[config.mk]
export PLATFORM = sky130hd
export DESIGN_NAME = des_key_schedule
export DESIGN_NICKNAME = d
export VERILOG_FILES = /design/src/rtl/des_key_sched_pkg.sv /design/src/rtl/des_pc2_permute.sv /design/src/rtl/des_key_schedule.sv
export SDC_FILE = /design/constraint.sdc
export NUM_CORES = 1
export LEC_CHECK = 0
export BUFFER_PORTS_ARGS = -buffer_cell sky130_fd_sc_hd__buf_2
export CORE_UTILIZATION = 50
export DETAILED_ROUTE_END_ITERATION = 7
export GPL_TIMING_DRIVEN = 1
export HOLD_SLACK_MARGIN = 0.1
export PLACE_DENSITY_LB_ADDON = 0.12
export SYNTH_ARGS = -nofsm -noshare
export SYNTH_HDL_FRONTEND = slang
export SYNTH_SLANG_ARGS = --single-unit
export TNS_END_PERCENT = 10
[constraint.sdc]
create_clock -name i_clk -period 5.5 [get_ports i_clk]
set_clock_uncertainty 0.1 [all_clocks]
set_input_delay 0.825 -clock i_clk [delete_from_list [all_inputs] [get_ports i_clk]]
set_output_delay 0.825 -clock i_clk [all_outputs]
set_load 0.05 [all_outputs]
[src/rtl/des_key_sched_pkg.sv]
// DES key-schedule constants: PC-1/PC-2/shift tables (DES 1-based, MSB-first),
// half-rotation helpers and the sequencer state type.
package des_key_sched_pkg;

    localparam int KEY_W = 64;
    localparam int CD_W  = 28;
    localparam int RK_W  = 48;

    typedef enum logic {
        IDLE = 1'b0,
        RUN  = 1'b1
    } state_t;

    localparam int PC1_TABLE [56] = '{
        57, 49, 41, 33, 25, 17,  9,  1, 58, 50, 42, 34, 26, 18,
        10,  2, 59, 51, 43, 35, 27, 19, 11,  3, 60, 52, 44, 36,
        63, 55, 47, 39, 31, 23, 15,  7, 62, 54, 46, 38, 30, 22,
        14,  6, 61, 53, 45, 37, 29, 21, 13,  5, 28, 20, 12,  4
    };

    localparam int PC2_TABLE [48] = '{
        14, 17, 11, 24,  1,  5,  3, 28, 15,  6, 21, 10,
        23, 19, 12,  4, 26,  8, 16,  7, 27, 20, 13,  2,
        41, 52, 31, 37, 47, 55, 30, 40, 51, 45, 33, 48,
        44, 49, 39, 56, 34, 53, 46, 42, 50, 36, 29, 32
    };

    localparam int SHIFT_TABLE [16] = '{1, 1, 2, 2, 2, 2, 2, 2, 1, 2, 2, 2, 2, 2, 2, 1};

    function automatic logic [CD_W-1:0] rotl_half(input logic [CD_W-1:0] v, input logic two);
        return two ? {v[CD_W-3:0], v[CD_W-1:CD_W-2]} : {v[CD_W-2:0], v[CD_W-1]};
    endfunction

    function automatic logic [CD_W-1:0] rotr_half(input logic [CD_W-1:0] v, input logic two);
        return two ? {v[1:0], v[CD_W-1:2]} : {v[0], v[CD_W-1:1]};
    endfunction

    // DES wants odd parity in every key byte; flag any byte that is even.
    function automatic logic key_parity_err(input logic [KEY_W-1:0] k);
        logic err;
        err = 1'b0;
        for (int b = 0; b < KEY_W / 8; b++) err |= ~(^k[8*b +: 8]);
        return err;
    endfunction

endpackage

[src/rtl/des_pc2_permute.sv]
// Combinational PC-2 compression: 56-bit {C,D} to a 48-bit DES round key.
module des_pc2_permute
    import des_key_sched_pkg::*;
(
    input  logic [2*CD_W-1:0] i_cd,
    output logic [RK_W-1:0]   o_round_key
);

    always_comb begin
        // NOTE: default first so no path through the block leaves the output unassigned (no latch).
        o_round_key = '0;
        for (int j = 0; j < RK_W; j++) begin
            o_round_key[RK_W-1-j] = i_cd[2*CD_W - PC2_TABLE[j]];
        end
    end

endmodule

[src/rtl/des_key_schedule.sv]
// Sequential DES key schedule emitting 16 round keys over valid/ready, encrypt or decrypt order.
// Optional key parity flag when DES_KEY_PARITY_CHECK_EN is defined.
module des_key_schedule
    import des_key_sched_pkg::*;
#(
    parameter int NUM_ROUNDS = 16,
    parameter int ROUND_W    = 4
) (
    input  logic                i_clk,
    input  logic                i_rst_n,
    input  logic                i_start,
    input  logic [KEY_W-1:0]    i_key,
    input  logic                i_decrypt,
    input  logic                i_abort,
    output logic                o_ready,
    output logic                o_key_valid,
    input  logic                i_key_ready,
    output logic [RK_W-1:0]     o_round_key,
    output logic [ROUND_W-1:0]  o_round,
`ifdef DES_KEY_PARITY_CHECK_EN
    output logic                o_parity_err,
`endif
    output logic                o_done
);

    localparam logic [ROUND_W-1:0] LAST_ROUND = ROUND_W'(NUM_ROUNDS - 1);

    state_t               r_state;
    logic [CD_W-1:0]      r_c;
    logic [CD_W-1:0]      r_d;
    logic [ROUND_W-1:0]   r_round;
    logic                 r_decrypt;
    logic                 r_done;

    logic [2*CD_W-1:0]    w_pc1;
    logic [ROUND_W-1:0]   w_adv_idx;
    logic                 w_adv_two;
    logic                 w_start_two;
    logic                 w_accept;

    always_comb begin
        w_pc1 = '0;
        for (int j = 0; j < 2*CD_W; j++) begin
            w_pc1[2*CD_W-1-j] = i_key[KEY_W - PC1_TABLE[j]];
        end
    end

    // Decrypt walks the table backwards with right rotations, so no keys need storing.
    assign w_adv_idx   = r_decrypt ? ROUND_W'(LAST_ROUND - r_round) : ROUND_W'(r_round + 1'b1);
    assign w_adv_two   = (SHIFT_TABLE[w_adv_idx] == 2);
    assign w_start_two = (SHIFT_TABLE[0] == 2);
    assign w_accept    = (r_state == IDLE) && i_start && !i_abort;

    always_ff @(posedge i_clk or negedge i_rst_n) begin
        // NOTE: non-blocking assignments so every register samples pre-edge values.
        if (!i_rst_n) begin
            r_state   <= IDLE;
            r_c       <= '0;
            r_d       <= '0;
            r_round   <= '0;
            r_decrypt <= 1'b0;
            r_done    <= 1'b0;
        end else if (i_abort) begin
            r_state <= IDLE;
            r_round <= '0;
            r_done  <= 1'b0;
        end else begin
            r_done <= 1'b0;
            case (r_state)
                IDLE: begin
                    if (i_start) begin
                        r_state   <= RUN;
                        r_round   <= '0;
                        r_decrypt <= i_decrypt;
                        if (i_decrypt) begin
                            r_c <= w_pc1[2*CD_W-1:CD_W];
                            r_d <= w_pc1[CD_W-1:0];
                        end else begin
                            r_c <= rotl_half(w_pc1[2*CD_W-1:CD_W], w_start_two);
                            r_d <= rotl_half(w_pc1[CD_W-1:0], w_start_two);
                        end
                    end
                end
                RUN: begin
                    if (i_key_ready) begin
                        if (r_round == LAST_ROUND) begin
                            r_state <= IDLE;
                            r_round <= '0;
                            r_done  <= 1'b1;
                        end else begin
                            r_round <= r_round + 1'b1;
                            if (r_decrypt) begin
                                r_c <= rotr_half(r_c, w_adv_two);
                                r_d <= rotr_half(r_d, w_adv_two);
                            end else begin
                                r_c <= rotl_half(r_c, w_adv_two);
                                r_d <= rotl_half(r_d, w_adv_two);
                            end
                        end
                    end
                end
                default: r_state <= IDLE;
            endcase
        end
    end

`ifdef DES_KEY_PARITY_CHECK_EN
    logic r_parity_err;

    always_ff @(posedge i_clk or negedge i_rst_n) begin
        if (!i_rst_n) begin
            r_parity_err <= 1'b0;
        end else if (w_accept) begin
            r_parity_err <= key_parity_err(i_key);
        end
    end

    assign o_parity_err = r_parity_err;
`else
    logic w_unused_parity;
    assign w_unused_parity = ^{i_key[56], i_key[48], i_key[40], i_key[32],
                               i_key[24], i_key[16], i_key[8],  i_key[0], w_accept};
`endif

    des_pc2_permute u_pc2 (
        .i_cd        ({r_c, r_d}),
        .o_round_key (o_round_key)
    );

    assign o_ready     = (r_state == IDLE);
    assign o_key_valid = (r_state == RUN);
    assign o_round     = r_round;
    assign o_done      = r_done;

endmodule

# Yosys cells after proc, flatten, opt, wreduce, memory -nomap -nowiden
# Memory sizes are Yosys's and may differ from the RTL's.
# Cells that the tools add are included.
[totals]
memories = 1
rom_bits = 512
output_inout_bits = 55
register_bits = 63
wordCells = 56
in_bits = 70
[classes]
order_cmp = 1
bitwise = 3
add_sub_neg = 2
n_eq_ne = 7
reduce_logical = 3
mux = 33
[mem_list]
columns = ["memory", "words", "width", "read_ports", "rd_clocked_by_memory_dff", "wr", "line", "text"]
rows = [
  ["(no name shown)", 16, 32, 1, 0, 0, "des_key_schedule.sv:50", "assign w_adv_two = (SHIFT_TABLE[w_adv_idx] == 2);"],
]
[ops]
columns = ["operator", "count"]
rows = [
  ["2-to-1 mux 28 bit", 14],
  ["case mux 28 bit (2 select lines)", 2],
  ["2-to-1 mux 32 bit", 2],
  ["equality test 32 x 3 -> 1 bit, second input constant", 1],
  ["2-to-1 mux 4 bit", 5],
  ["2-to-1 mux 1 bit", 8],
  ["case mux 4 bit (2 select lines)", 1],
  ["!= test 2 bit, second input constant", 3],
  ["!= test 3 bit, second input constant", 2],
  ["greater-or-equal comparator 5 bit, second input constant", 1],
  ["NOT 4 -> 5 bit", 1],
  ["adder 4 x 1 -> 4 bit, second input constant", 1],
  ["equality test 4 bit, second input constant", 1],
  ["AND reduction 4 bit", 1],
  ["subtractor 4 bit, first input constant", 1],
  ["AND reduction 3 bit", 1],
  ["NOT 1 bit", 2],
  ["case mux 1 bit (2 select lines)", 1],
  ["AND reduction 2 bit", 1],
]

# Depth between registers and ports, before layout
# Gate-level depths: netlist of run 1.
[logic_depth]
word_depth = 12
mapped_depth = 8
ltp_nobuf = 6

# Hierarchy
# Synthesis of run 1 repeated with hierarchy kept, for this count alone.
[unflattened]
hier_cells = 731
area_unflattened_um2 = 6383.6
[by_module_without_submodules]
columns = ["module", "area_each_um2", "n_inst", "cells_each", "seq_area_each_um2"]
rows = [
  ["des_key_schedule", 6023.3, 1, 683, 1576.5],
  ["des_pc2_permute", 360.3, 1, 48, 0.0],
]

# Worst setup path before layout of run 1
# Ideal clock, no wire load.
[synth_timing]
kind = "register -> register"
start = "register r_round[0], in the netlist o_round[0]"
end = "register r_c[0]"
path_stages_with_launch = 9
required_ps = 5267
path_buffers = 2
setup_slack_ps = 3208
synth_period_minus_slack_ps = 2292
setup_ps = 133
t_arrival_ps = 2059
path_cell_list = "dfrtp_1 > ha_1 > xnor2_1 > nor2_1 > a21boi_2 > buf_4 > buf_4 > mux2i_1 > o221ai_2"
[synth_between]
elab_chain_len = 12
elab_cells_between_ends = 17
cone_classes = "2 x add/sub; 3 x eq/ne; 9 x mux; 1 x bitwise; 1 x reduce/logical; 1 x memory"
[synth_rtl]
columns = ["element", "line", "text"]
rows = [
  ["from (decl)", "des_key_schedule.sv:31", "logic [ROUND_W-1:0] r_round;"],
  ["from (signal assigned)", "des_key_schedule.sv:91", "r_round <= r_round + 1'b1;"],
  ["adder 4 x 1 -> 4 bit / subtractor 4 bit (equally long branches)", "des_key_schedule.sv:49", "assign w_adv_idx = r_decrypt ? ROUND_W'(LAST_ROUND - r_round) : ROUND_W'(r_round + 1'b1);"],
  ["2-to-1 mux 4 bit", "des_key_schedule.sv:49", ""],
  ["NOT 4 -> 5 bit (implied by the code)", "des_key_schedule.sv:50", ""],
  ["memory (16 x 32 bit)", "--", ""],
  ["2-to-1 mux 32 bit (implied by the code) (2 in a row)", "des_key_schedule.sv:50", ""],
  ["equality test 32 x 3 -> 1 bit", "des_key_schedule.sv:50", ""],
  ["2-to-1 mux 28 bit (on tied branches)", "des_key_sched_pkg.sv:31, des_key_sched_pkg.sv:35", ""],
  ["2-to-1 mux 28 bit", "des_key_schedule.sv:92", "if (r_decrypt) begin"],
  ["2-to-1 mux 28 bit", "des_key_schedule.sv:86", "if (r_round == LAST_ROUND) begin"],
  ["2-to-1 mux 28 bit", "des_key_schedule.sv:85", "if (i_key_ready) begin"],
  ["case mux 28 bit (2 select lines)", "des_key_schedule.sv:69", "case (r_state)"],
  ["to (signal assigned)", "des_key_schedule.sv:76", "r_c <= w_pc1[2*CD_W-1:CD_W];"],
  ["to (signal assigned)", "des_key_schedule.sv:93", "r_c <= rotr_half(r_c, w_adv_two);"],
  ["to (signal assigned)", "des_key_schedule.sv:96", "r_c <= rotl_half(r_c, w_adv_two);"],
  ["to (decl)", "des_key_schedule.sv:29", "logic [CD_W-1:0] r_c;"],
]
# Parallel ways exist; a longest one is shown, timed or not. The select of a mux whose other input is x is not followed.
# A chain may end at the register's enable or synchronous reset.

# Worst setup path after layout of run 1
[layout_timing]
start = "register r_round[0], in the netlist o_round[0]"
end = "register r_c[10]"
# The elaborated chain is that of the path after synthesis.

==> results.md, run 1 <==
- Die ar.: roughly 13000 um2
- EDFF count, synth: 0
- CP Data Required Time: around 5.6 ns
- Worst R2R Path Depth: 7
- Post-CTS resize count: 0
- Grt ovf: 0
- Yosys cell types: 33
- Commonest non-fill, non-tap cells in the layout: nor2_1 (118), buf_2 (115), mux2i_1 (112), dfrtp_1 (61), nand2_1 (60)
- Starting density of the core: ~52%
- Worst r2r src: o_round[0]$_DFFE_PN0P_
- Antenna cells: 0
- RR Endpoint: r_c[10]$_DFFE_PN0P_
- Final worst-path cycle share: 58.9%
- Reg clk slew, reported paths: 0.05 ns
- Drt pass-1 iters: 5
- Residual DRC: 0
- Slew headroom: a little under a third
- Final hold vios: 0
- Max incr delay on CP: roughly 0.63 ns
- Pin count of the biggest net entering global routing: 83
- CTS tree: done
- Crit path max fanout: 39
- Hold Path Depth: 1
- Routed Antenna Nets: 0
- CP max-delay cell: nor2_4
- Hold Startpoint: r_decrypt$_DFFE_PN0P_
- Crit path time final: approximately 3.2 ns
- R2R Setup Slk: 2.26 ns
- First-pass GRT wire length: roughly 29000 um
- Layout cells sized above 1: a little under a third
- Nets@finish: 816
- Crit Path Class: register to register
- Fillers: around 1200
- DIE WIDTH: 115 um
- Synthesized flop and latch total: 63
- Syn Std Cell Area: 6380 um2
- Worst VDD drop: approximately 0.00013 V
- CTS Buf Count: 9
- Vias in the first global route: 5636
- Max-cap violations: 0
- Critical-path cell list: ha_1, nand3_1, nand3b_2, nor2_4, buf_4, o211ai_1, o221ai_1
- Worst Setup Start Kind: register
- Most common cell after layout, fill and taps aside: nor2_1
- Pwr Total: ~2.4 mW
- Slew Viols, Final: 0
- Max Freq: just over 300 MHz
- Leak: roughly 2.6 nW
- IO Count: between 100 and 150
- Warnings, synthesis: 0
- Rows: 40
- Cells after Synth: 731
- Clk Latency, worst-skew pair: around 0.34 ns
- CTS Sinks: 63
- Tot GR Track Use: 27.8%
- Min-Delay Endpoint: r_decrypt$_DFFE_PN0P_
- Status: finished clean
- Final HPWL DP: approximately 10000 um
- Endpoint class of the critical path: register
- Port bufs: ~120
- CP top delay family: simple AND/OR/NAND/NOR gates
- Final wirelength: 18000 um
- RSZ-0062 raised after global routing: false
- # hold bufs at CTS: 0
- Routed vias/inst: 6.52
- 1st-iter DRT viols: about 620
- Hold Crit Class: register to register
- Postcts setup bufs: 0
- Final setup fails: 0
- Vias: around 6000
- Final setup TNS: 0 ns
- Core area: roughly 12000 um2
- Top_reg_cell synth: dfrtp_1
- Clock Path Buffers: 2
- Worst Path Buf+Inv: 1
- Syn_nets: approximately 800
- Layout area overhead: 7.96%
- Pwr dens: 349 nW/um2
- Post-DR wirelength/cell: 19.6 um
- Initial antenna violation count: 0
- Worst EP arrival: 3.37 ns
- Die height: 115 um
- CTS root buf: clkbuf_16
- H-tree Lvls: 3
- Fraction of registers with async set/reset: between 90% and 100%
- Post-synthesis sequential area ratio: ~25%
- Gp weighted congestion: 0.774
- Slew @ Worst Pin: about 1.0 ns
- Syn_area_per_cell: between 8 and 9 um2
-- through the flow --
stage / area [um2] / worst slack, ns / util (%) / hold slack [ns] / instances
global placement: 6560 / 2.12 / 53.7 / 0.389 / 902
global route: 6890 / 2.07 / 56.4 / 0.440 / 918
detailed placement: 6560 / 2.06 / 53.7 / 0.399 / 902
CTS: 6890 / 2.27 / 56.4 / 0.412 / 918
finish: 6890 / 2.26 / 56.4 / 0.410 / 918
floorplan: 6380 / 3.21 / - / 0.379 / 731
-- worst max path at each step --
| stage | from | endpoint | slack, ns | cells after the start |
|---|---|---|---|---|
| floorplan | o_round[0]$_DFFE_PN0P_ | r_c[0]$_DFFE_PN0P_ | 3.21 | 8 |
| global placement | i_abort | r_c[10]$_DFFE_PN0P_ | 2.12 | 6 |
| detailed placement | i_abort | r_c[14]$_DFFE_PN0P_ | 2.06 | 6 |
| CTS | o_round[0]$_DFFE_PN0P_ | r_c[10]$_DFFE_PN0P_ | 2.27 | 7 |
| global route | o_round[0]$_DFFE_PN0P_ | r_c[10]$_DFFE_PN0P_ | 2.07 | 7 |
| finish | o_round[0]$_DFFE_PN0P_ | r_c[10]$_DFFE_PN0P_ | 2.26 | 7 |
-- cells by family after synthesis --
logic type                 synth area share [%]
AOI/OAI and AO/OA                          33.4
xor gates and xnor gates                  0.274
adders and majority gates                 0.196
buffers and inverters                      12.0
DFF                                        24.7
muxes                                      17.7
and+or+nand+nor                            11.7
-- worst reg2reg max path, delay by kind of cell, from the launching register on --
kind            cells  cell delay [ns]
simple gates        3             1.17
buf+inv             1             0.64
flops               1             0.48
compound gates      2             0.44
fa+ha+maj           1             0.30
-- sequential cells by signal, indices dropped and copies added (netlist names) --
register,count
o_key_valid,1
r_d,28
r_c,28
o_round,4
o_done,1
r_decrypt,1
-- cell usage after synthesis (5+ instances only) --
cell type	instances	area (um2)
nor2_1	118	443
o221ai_1	16	140
o211ai_2	40	500
buf_4	56	420
nand3_1	5	25.0
dfrtp_1	63	1580
a31oi_1	56	350
nand2_1	61	229
mux2i_1	112	1120
buf_6	6	67.6
o22ai_1	56	350
buf_2	27	135
buf_1	7	26.3
clkbuf_1	28	105
o211ai_1	16	120
o221ai_2	40	601
-- routing by layer --
metal,track usage [%],vias up,share of wire (%)
li1,-,2778,-
met1,37.7,2924,44
met2,45.2,254,49
met3,3.43,30,5.8
met4,10.6,0,1.7
met5,0,-,0
-- cell type report --
type	count	area, um2	share of cell area (%)
timing repair buffer	127	678	9.84
clock buffer	14	294	4.27
tap	168	210	3.05
inverter	3	11.3	0.163
multi-input combinational	541	4080	59.3
clock inverter	2	35.0	0.508
sequential	63	1580	22.9
-- report_power, final --
part           leakage [nW]  total, mW  internal, mW  switching, mW
Combinational          1.67      0.957         0.319          0.638
Sequential            0.784      0.820         0.567          0.253
Clock                 0.165      0.631         0.412          0.218
Total                  2.62       2.41          1.30           1.11
Power figures use the tool's default switching activity.
==> inputs of run 2 (changes only) <==
- clock period: 5.5 -> 2.6 ns (I/O delays scaled with it)
==> results.md, run 2 (same netlist as run 1, synthesis figures left out) <==
- Status: finished clean
- Grt ovf: 0
- CTS Sinks: 63
- CTS tree: done
- Clk network pwr share: between 20% and 30%
- CP max-delay cell: dfrtp_1
- Critical-path cell list: ha_1, xnor2_1, nor2_1, a21boi_4, buf_12, mux2i_1, o221ai_2
- Gp weighted congestion: roughly 0.79
- Commonest non-fill, non-tap cells in the layout: nor2_1 (118), buf_2 (115), mux2i_1 (112), dfrtp_1 (61), nand2_1 (60)
- Core area: between 10000 and 15000 um2
- Pwr dens: around 730 nW/um2
- Sw power: around 2.4 mW
- Clock Path Buffers: 2
- Slew @ Worst Pin: 0.611 ns
- Vias: ~6000
- Clk Latency, worst-skew pair: between 0.3 and 0.4 ns
- Layout cells sized above 1: 32.5%
- CTS root buf: clkbuf_16
- DIE WIDTH: between 100 and 150 um
- Final worst-path cycle share: between 80 and 90%
- Part of the power in registers: 33.3%
- Antenna cells: 0
- Pin count of the biggest net entering global routing: 57
- RSZ-0062 raised after global routing: false
- Final wirelength: 17900 um
- Rows: 40
- Routed Antenna Nets: 0
- CP top delay family: flip-flops
- Final setup TNS: 0 ns
- Switch share: ~45%
- Max Freq: roughly 440 MHz
- Layout area overhead: 11.9%
- Slew Viols, Final: 0
- Most common cell after layout, fill and taps aside: nor2_1
- Hold Startpoint: i_abort
- Residual DRC: 0
- Crit path max fanout: 29
- Endpoint class of the critical path: register
- Crit Path Class: register to register
- Port bufs: between 100 and 150
- Final setup fails: 0
- Worst Path Buf+Inv: 1
- Routed vias/inst: between 6 and 7
- Nets@finish: about 830
- Max-cap violations: 0
- Die height: roughly 110 um
- Crit path time final: around 2.3 ns
- Worst r2r src: o_round[0]$_DFFE_PN0P_
- Crit path launch: o_round[0]$_DFFE_PN0P_
- CTS Buf Count: 9
- Reg clk slew, reported paths: 0.06 ns
- Worst VDD drop: about 0.00041 V
- Vias in the first global route: between 5000 and 6000
- Tot GR Track Use: between 20% and 30%
- Final HPWL DP: about 11000 um
- Worst Setup Start Kind: register
- Starting density of the core: 52.3%
- Comb power frac: 39.5%
- WHS: 0.170 ns
- CP Data Required Time: around 2.7 ns
- 1st-iter DRT viols: around 540
- First-pass GRT wire length: between 20000 and 30000 um
- Initial antenna violation count: 0
- Drt pass-1 iters: 5
- Hold Crit Class: input port to register
- IO Count: 125
- P_int: about 2.9 mW
- H-tree Lvls: 3
- Slew headroom: between 50% and 60%
- Worst EP arrival: approximately 2.4 ns
- Post-CTS resize count: 0
- Die ar.: between 10000 and 15000 um2
- Final hold vios: 0
- Postcts setup bufs: 0
- Leak: between 2 and 3 nW
- Post-DR wirelength/cell: ~19 um
- Max incr delay on CP: around 0.47 ns
==> run 2: cell count changes in the layout (fill, tap and decap cells not counted), sizes merged <==
cell | previous run | this run
dlygate4sd3 | 0 | 1
bufinv | 1 | 2
clkinv | 1 | 0
buf | 127 | 142
==> run 2: power by group through the flow <==
| stage | registers, mW | logic [mW] | clock network, mW |
|---|---|---|---|
| after global placement | 1.73 | 2.04 | 0 |
| after detailed placement | 1.74 | 2.07 | 0 |
| after global routing | 1.79 | 2.20 | 1.47 |
| after CTS | 1.73 | 2.07 | 1.42 |
| after floorplan | 1.58 | 1.90 | 0 |
| final | 1.74 | 2.07 | 1.42 |
==> run 2: final timing paths <==
check | to | slack (ns) | cells after the start
max in group asynchronous | o_round[1]$_DFFE_PN0P_ | 1.23 | 3
max | r_d[20]$_DFFE_PN0P_ | 0.34 | 7
min | o_done$_DFF_PN0_ | 0.17 | 2
min reg2reg | r_decrypt$_DFFE_PN0P_ | 0.41 | 1
max reg2reg | r_d[20]$_DFFE_PN0P_ | 0.34 | 7
min in group asynchronous | r_d[7]$_DFFE_PN0P_ | 0.49 | 2
==> run 2: routing by layer <==
metal | share of wire, % | track usage, % | up-vias
met5 | 0 | 0 | -
met4 | 1.6 | 9.44 | 0
met3 | 5.5 | 4.01 | 18
met2 | 49 | 45.5 | 218
met1 | 44 | 37.1 | 2938
li1 | - | - | 2800
==> run 2: area by class of cell <==
cell class	count	area, um2
Fill cell	1139	5070
Multi-Input combinational cell	541	4080
Sequential cell	63	1580
Timing Repair Buffer	143	913
Clock buffer	14	284
Tap cell	168	210
Clock inverter	2	60.1
Inverter	3	11.3
==> run 2: what timing repair did <==
item,CTS,global route
endpoints found under the setup margin,0,0
hold endpoints to repair,21,0
hold buffers,1,0
==> run 2: stage by stage <==
step                      utilization (%)  power, mW  instance area (um2)  setup WS, ns  cells
after global routing                 58.5       5.45                 7140         0.201    934
after floorplan                         -       3.48                 6380         0.308    731
after global placement               55.6       3.77                 6790         0.394    917
after detailed placement             55.6       3.81                 6790         0.359    917
final                                58.5       5.23                 7140         0.338    934
after CTS                            58.5       5.23                 7140         0.335    934
